### src/rtl/ufm_read_arbiter.sv
// Round-robin arbiter sharing the single UFM Avalon-MM read port between NUM_REQ requesters.
// Optional watchdog abort enabled by defining UFM_ARB_TIMEOUT_EN.
module ufm_read_arbiter #(
  parameter int NUM_REQ     = 2,
  parameter int ADDR_W      = 9,
  parameter int TIMEOUT_CYC = 1024
) (
  input  logic                      clk,
  input  logic                      reset_n,
  input  logic [NUM_REQ-1:0]        req_read_i,
  input  logic [NUM_REQ*ADDR_W-1:0] req_addr_i,
  input  logic [NUM_REQ*2-1:0]      req_burst_i,
  output logic [NUM_REQ-1:0]        req_wait_o,
  output logic [NUM_REQ-1:0]        req_valid_o,
  output logic [31:0]               req_data_o,
  output logic                      ufm_read_o,
  output logic [ADDR_W-1:0]         ufm_addr_o,
  output logic [1:0]                ufm_burst_o,
  input  logic                      ufm_wait_req_i,
  input  logic                      ufm_valid_i,
  input  logic [31:0]               ufm_data_i,
  output logic [NUM_REQ-1:0]        grant_o,
  output logic                      busy_o,
  output logic                      timeout_o
);

  localparam int IDX_W = (NUM_REQ > 1) ? $clog2(NUM_REQ) : 1;

  localparam logic [1:0] ST_IDLE  = 2'd0;
  localparam logic [1:0] ST_ISSUE = 2'd1;
  localparam logic [1:0] ST_DATA  = 2'd2;

  if (NUM_REQ < 2 || NUM_REQ > 4 || TIMEOUT_CYC < 1) begin : g_param_check
    $error("ufm_read_arbiter: NUM_REQ must be 2..4 and TIMEOUT_CYC >= 1");
  end

  logic [1:0]         state_q, state_d;
  logic [NUM_REQ-1:0] grant_q, grant_d;
  logic [IDX_W-1:0]   owner_q, owner_d;
  logic [IDX_W-1:0]   last_q, last_d;
  logic [ADDR_W-1:0]  addr_q, addr_d;
  logic [1:0]         burst_q, burst_d;
  logic [1:0]         beats_q, beats_d;

  logic               win_found;
  logic [IDX_W-1:0]   win_idx;
  logic [IDX_W-1:0]   cand;
  logic [ADDR_W-1:0]  win_addr;
  logic [1:0]         win_burst;
  logic               accept;
  logic               beat;
  logic               tmo_hit;

  assign accept = (state_q == ST_ISSUE) && !ufm_wait_req_i;
  assign beat   = (state_q == ST_DATA) && ufm_valid_i;

  // Rotating priority: the first requester after the last owner wins.
  // NOTE: every variable written in an always_comb gets a default first, so no path infers a latch.
  always_comb begin
    win_found = 1'b0;
    win_idx   = '0;
    cand      = '0;
    for (int k = 1; k <= NUM_REQ; k++) begin
      cand = IDX_W'((int'(last_q) + k) % NUM_REQ);
      if (!win_found && req_read_i[cand]) begin
        win_found = 1'b1;
        win_idx   = cand;
      end
    end
  end

  always_comb begin
    win_addr  = '0;
    win_burst = '0;
    for (int k = 0; k < NUM_REQ; k++) begin
      if (win_idx == IDX_W'(k)) begin
        win_addr  = req_addr_i[k*ADDR_W +: ADDR_W];
        win_burst = req_burst_i[k*2 +: 2];
      end
    end
  end

`ifdef UFM_ARB_TIMEOUT_EN
  localparam int TMO_W = $clog2(TIMEOUT_CYC + 1);

  logic [TMO_W-1:0] tmo_cnt_q, tmo_cnt_d;
  logic             timeout_q, timeout_d;

  // Counts cycles without progress; any accept or beat restarts the window.
  always_comb begin
    tmo_hit   = (state_q != ST_IDLE) && !accept && !beat &&
                (tmo_cnt_q == TMO_W'(TIMEOUT_CYC - 1));
    tmo_cnt_d = tmo_cnt_q + TMO_W'(1);
    if (state_q == ST_IDLE || accept || beat || tmo_hit) begin
      tmo_cnt_d = '0;
    end
    timeout_d = timeout_q | tmo_hit;
  end

  always_ff @(posedge clk or negedge reset_n) begin
    if (!reset_n) begin
      tmo_cnt_q <= '0;
      timeout_q <= 1'b0;
    end else begin
      tmo_cnt_q <= tmo_cnt_d;
      timeout_q <= timeout_d;
    end
  end

  assign timeout_o = timeout_q;
`else
  assign tmo_hit   = 1'b0;
  assign timeout_o = 1'b0;
`endif

  always_comb begin
    state_d = state_q;
    grant_d = grant_q;
    owner_d = owner_q;
    last_d  = last_q;
    addr_d  = addr_q;
    burst_d = burst_q;
    beats_d = beats_q;
    case (state_q)
      ST_IDLE: begin
        if (win_found) begin
          grant_d = NUM_REQ'(1) << win_idx;
          owner_d = win_idx;
          addr_d  = win_addr;
          burst_d = (win_burst == 2'd0) ? 2'd1 : win_burst;
          state_d = ST_ISSUE;
        end
      end
      ST_ISSUE: begin
        if (accept) begin
          beats_d = burst_q;
          state_d = ST_DATA;
        end
      end
      ST_DATA: begin
        if (beat) begin
          if (beats_q == 2'd1) begin
            state_d = ST_IDLE;
            grant_d = '0;
            last_d  = owner_q;
          end else begin
            beats_d = beats_q - 2'd1;
          end
        end
      end
      default: begin
        state_d = ST_IDLE;
        grant_d = '0;
      end
    endcase
    // An abort releases the port and still rotates priority past the stuck owner.
    if (tmo_hit) begin
      state_d = ST_IDLE;
      grant_d = '0;
      last_d  = owner_q;
    end
  end

  // NOTE: sequential state uses non-blocking assignments so all flops update from pre-edge values.
  always_ff @(posedge clk or negedge reset_n) begin
    if (!reset_n) begin
      state_q <= ST_IDLE;
      grant_q <= '0;
      owner_q <= '0;
      last_q  <= IDX_W'(NUM_REQ - 1);
      addr_q  <= '0;
      burst_q <= '0;
      beats_q <= '0;
    end else begin
      state_q <= state_d;
      grant_q <= grant_d;
      owner_q <= owner_d;
      last_q  <= last_d;
      addr_q  <= addr_d;
      burst_q <= burst_d;
      beats_q <= beats_d;
    end
  end

  // Only the owner sees the UFM handshake; everyone else is held off.
  assign req_wait_o  = ~(grant_q & {NUM_REQ{(state_q == ST_ISSUE) && !ufm_wait_req_i}});
  assign req_valid_o = grant_q & {NUM_REQ{beat}};
  assign req_data_o  = ufm_data_i;

  assign ufm_read_o  = (state_q == ST_ISSUE);
  assign ufm_addr_o  = addr_q;
  assign ufm_burst_o = burst_q;
  assign grant_o     = grant_q;
  assign busy_o      = (state_q != ST_IDLE);

endmodule
### config.mk
export PLATFORM = sky130hd
export DESIGN_NAME = ufm_read_arbiter
export DESIGN_NICKNAME = d
export VERILOG_FILES = /design/src/rtl/ufm_read_arbiter.sv
export SDC_FILE = /design/constraint.sdc
export NUM_CORES = 1
export LEC_CHECK = 0
export CELL_PAD_IN_SITES_DETAIL_PLACEMENT = 1
export CELL_PAD_IN_SITES_GLOBAL_PLACEMENT = 1
export CORE_AREA = 2 2 64 97
export DETAILED_ROUTE_END_ITERATION = 6
export DIE_AREA = 0 0 66 99
export GPL_TIMING_DRIVEN = 0
export MAX_ROUTING_LAYER = met4
export PLACE_DENSITY = 0.83
export SYNTH_ARGS = -nofsm -noshare
export SYNTH_HDL_FRONTEND = slang
export SYNTH_SLANG_ARGS = --single-unit
### constraint.sdc
create_clock -name clk -period 3.9 [get_ports clk]
set_clock_uncertainty 0.15 [all_clocks]
set_input_delay 0.39 -clock clk [delete_from_list [all_inputs] [get_ports clk]]
set_output_delay 0.39 -clock clk [all_outputs]
set_load 0.05 [all_outputs]
Yosys cells after proc, flatten, opt, wreduce, memory -nomap -nowiden --
Index checks and enable logic that the tools add are counted.
Cells by class: add/subtract/negate cells 3, $lt $le $gt $ge 2, equality and inequality tests 8, shifts and indexed selects 1, muxes and demuxes 22, bitwise gates (word level) 4, reductions and logical operators 14
Operators with widths (count):
- 2-bit 2-to-1 mux | 10
- 2-bit case mux with 3 select lines | 2
- 4-bit AND reduction | 3
- 9-bit 2-to-1 mux | 1
- 1-bit 2-to-1 mux | 8
- 2-bit inequality test (second input constant) | 3
- 2-bit AND | 2
- 2-bit by 1-bit == test with 1-bit output (second input constant) | 2
- 2-bit zero test | 2
- 1-bit by 2-bit less-than comparator with 1-bit output (second input constant) | 2
- 2-bit by 1-bit inequality test with 1-bit output (second input constant) | 2
- 2-bit case mux with 2 select lines | 1
- 2-bit nonzero test | 2
- 1-bit logical AND | 3
- 3-bit AND reduction | 1
- 1-bit adder (second input constant) | 2
- 2-bit == test (second input constant) | 1
- 1-bit zero test | 2
- 2-bit inverter | 1
- 2-bit AND reduction | 1
- 1-bit by 1-bit << shifter with 2-bit output (first input constant) | 1
- 2-bit by 1-bit subtractor with 2-bit output (second input constant) | 1
- 1-bit inverter | 1
Word-level totals: flip-flop bits (word level) 19, bits of input ports 60, output and inout port bits 52, word-level logic and storage cells 61

Longest topological paths before layout --
depth in word-level cells 10, gate-level depth with buffers 5

Worst setup path before layout --
No wires, ideal clock.
path kind reg2out, start register grant_q[1], in the netlist grant_o[1], end output req_valid_o[1], arrival time 1188 ps, setup slack 2172 ps, cell stages (with the launch flop) 2, path buffers 0, cells stage by stage dfrtp_1 -> and3_1
Between the ends: word-level cells in the longest chain between the ends 1
RTL lines:
- start: declaration | line 38 | logic [NUM_REQ-1:0] grant_q, grant_d;
- start signal: assignment | line 176 | grant_q <= grant_d;
- 2-bit AND | line 187 | assign req_valid_o = grant_q & {NUM_REQ{beat}};
- end: declaration | line 14 | output logic [NUM_REQ-1:0] req_valid_o,
Every way passes these cells.

Worst setup path after layout --
start input ufm_wait_req_i, end output req_wait_o[1]
Between the ends: word-level cells in the longest chain between the ends 4
RTL lines:
- start: declaration | line 19 | input logic ufm_wait_req_i,
- 1-bit zero test | line 186 | assign req_wait_o = ~(grant_q & {NUM_REQ{(state_q == ST_ISSUE) && !ufm_wait_req_i}});
- 1-bit logical AND | line 186
- 2-bit AND | line 186
- 2-bit inverter | line 186
- end: declaration | line 13 | output logic [NUM_REQ-1:0] req_wait_o,
Every way passes these cells.

==> metrics.cfg <==
[sta]
worst_pin_slew_ps = 868.5
finalHoldViolations = 0
period_share_pct = 69.83
maxClockFrequency_mhz = 367.2
fin_tns_setup_ps = 0
fin_ws_ps = 1177
rsz0062_at_grt = no
drv_slew = 0
period_needed_ps = 2723
max_slew_margin_pct = 41.92
final-setup-viol-count = 0

[layout]
antenna_cells = 0
syn_to_final_growth_pct = 71.55
nets = 261
design_area_um2 = 2196
fill_cells = 656
mostFrequentLayoutCell = clkdlybuf4s50_1
multi_input_area_um2 = 505.5
drive_gt1_share_pct = 32.16
most-common-layout-cells = clkdlybuf4s50_1 (78), buf_4 (34), dfrtp_1 (18), mux2_2 (16), inv_1 (7)
seqCellArea_um2 = 476.7

[routing]
avgRoutedWirePerCell_um = 12.52
dr.pass1.iters = 3
ant_nets = 0
drc = 0
drt-total-wl_um = 3392
vias = 1132
drt_iter0_drc = 19
via_per_inst = 4.177

[clock_network]
htreeDepth = 1
post_cts_resized = 0
cts_made_buffers = 3
post_cts_buffers = 0
tritoncts = built
hold_buffers = 0
clkTransAtPathRegs_ps = 70
clk_latency_ps = 250
clk_path_buf_depth = 2
cts_num_sinks = 19
ctsRootBufferMaster = clkbuf_8

[logic_synthesis]
syn_nets = 178
yosys_warnings = 0
ys_seq_elements = 19
seq_area_frac_synth_pct = 37.24
syn_avg_cell_area_um2 = 10.94
synth_area_um2 = 1280
synth_cells = 117
ys_types = 26

[min_path]
worstHoldPathCells = 1
hp-class = reg2reg

[critical_path]
path_class = in2out
cp_data_required_time_ps = 3360
cp-start-kind = primary input
critPathArrivalTime_ps = 2180
crit_fanout = 4
end_kind = output port
r2r_cells = 4

[place]
numPortBuffers = 78
dp_slack_ps = 1098
place_area_um2 = 2151
dpl.hpwl_um = 2893
gp_congestion = 0.7387

[floorplanning]
start_util_pct = 22.45
fp.dieH_um = 99
die_w_um = 66
die_area_um2 = 6534
ios = 112
rows = 34
core_region_area_um2 = 5700

[job]
drv_cap = 0

[grt]
antenna_found_initial = 0
grt_pass1_wl_um = 5464
grt.total_usage_pct = 11.15
grt_pass1_vias = 1233
gr-total-overflow = 0
grt_start_max_net_pins = 20

[power_and_ir_drop]
clockPowerShare_pct = 9.1
pwr-share-comb_pct = 65.5
p_int_uw = 759.9
power_leakage_nw = 0.9793
switching_share_pct = 48.09
ir_drop_uv = 311.9
p_seq_share_pct = 25.3
power.density_nw_per_um2 = 666.5
netSwitchingPower_uw = 703.8

[outcome]
outcome = complete, no violations

[metrics by stage]
step           instances  power (mW)  hold slack [ps]  utilization [%]
6_report             271       1.464            359.0            38.52
5_1_grt              271       1.552            387.1            38.52
4_1_cts              271       1.487            362.7            38.52
3_5_place_dp         267       1.350            349.4            37.73
3_3_place_gp         267       1.325            338.3            37.73
2_1_floorplan        117       1.026           -55.59                -
[cells in the mapped netlist, drive strengths merged]
| cell | number | area, um2 |
|---|---|---|
| o21ai | 3 | 15.01 |
| nor2 | 1 | 3.750 |
| conb | 1 | 3.750 |
| inv | 7 | 26.28 |
| ha | 1 | 12.51 |
| mux2i | 6 | 60.06 |
| a21boi | 1 | 18.77 |
| mux2 | 22 | 270.3 |
| nand2 | 4 | 15.01 |
| buf | 36 | 271.5 |
| o211ai | 1 | 7.510 |
| a21o | 2 | 15.01 |
| and2 | 1 | 6.260 |
| o21a | 1 | 8.760 |
| nor3b | 1 | 7.510 |
| dfrtp | 18 | 450.4 |
| and3 | 2 | 12.51 |
| a21oi | 1 | 5.000 |
| dfstp | 1 | 26.28 |
| a22oi | 1 | 7.510 |
| a31oi | 1 | 6.260 |
| nor2b | 4 | 25.02 |
| nand3 | 1 | 5.000 |
[state kept, by name (all words and copies together) (netlist names)]
register,count
grant_o,2
last_q,1
owner_q,1
ufm_burst_o,2
ufm_addr_o,9
beats_q,2
state_q,2
[worst max-delay path, stage by stage]
cell	delay, ps
clkdlybuf4s50_1	430
nor3b_1	520
nand2_1	110
clkdlybuf4s50_1	730
[final cells by class]
class	instances	area share [%]
timing repair buffer	78	35.56
multi-input combinational	55	23.02
sequential	19	21.71
buffer	36	12.36
tap	72	4.103
clock buffer	4	2.051
inverter	7	1.197
[per-layer routing]
| layer | vias to the layer above | GRT usage, % | share of wire (%) |
|---|---|---|---|
| met3 | 5 | 2.283 | 10 |
| li1 | 519 | - | - |
| met5 | - | - | 0 |
| met2 | 81 | 20.12 | 53 |
| met1 | 527 | 11.38 | 35 |
| met4 | 0 | 4.710 | 1.8 |
[power groups by stage]
stage	clock network, mW	registers [mW]	logic [mW]
6_report	0.134	0.371	0.959
5_1_grt	0.147	0.388	1.02
4_1_cts	0.139	0.374	0.974
3_5_place_dp	0	0.378	0.972
3_3_place_gp	0	0.371	0.954
2_1_floorplan	0	0.604	0.422
[kinds of logic (layout without fill, tap and decap cells)]
logic type | Yosys count | count (layout) | share of synthesized area [%]
buffers and inverters | 43 | 125 | 23.26
muxes | 28 | 28 | 25.81
DFF | 19 | 19 | 37.24
and+or+nand+nor | 14 | 14 | 5.864
AOI/OAI and AO/OA | 11 | 11 | 6.549
adders and majority gates | 1 | 1 | 0.9774
other | 1 | 1 | 0.2930
[path summary, 6_finish.rpt]
| check | start | end | slack (ps) |
|---|---|---|---|
| setup / recovery | ufm_wait_req_i | req_wait_o[1] | 1180 |
| hold / removal | ufm_addr_o[7] | ufm_addr_o[7] | 360 |
| setup reg to reg | state_q[0] | ufm_addr_o[8] | 2120 |
| hold reg to reg | ufm_addr_o[7] | ufm_addr_o[7] | 360 |
| max in group asynchronous | reset_n | grant_o[0] | 2590 |
| min in group asynchronous | reset_n | ufm_addr_o[2] | 480 |
Note: power is estimated with default switching activity, not from simulation.
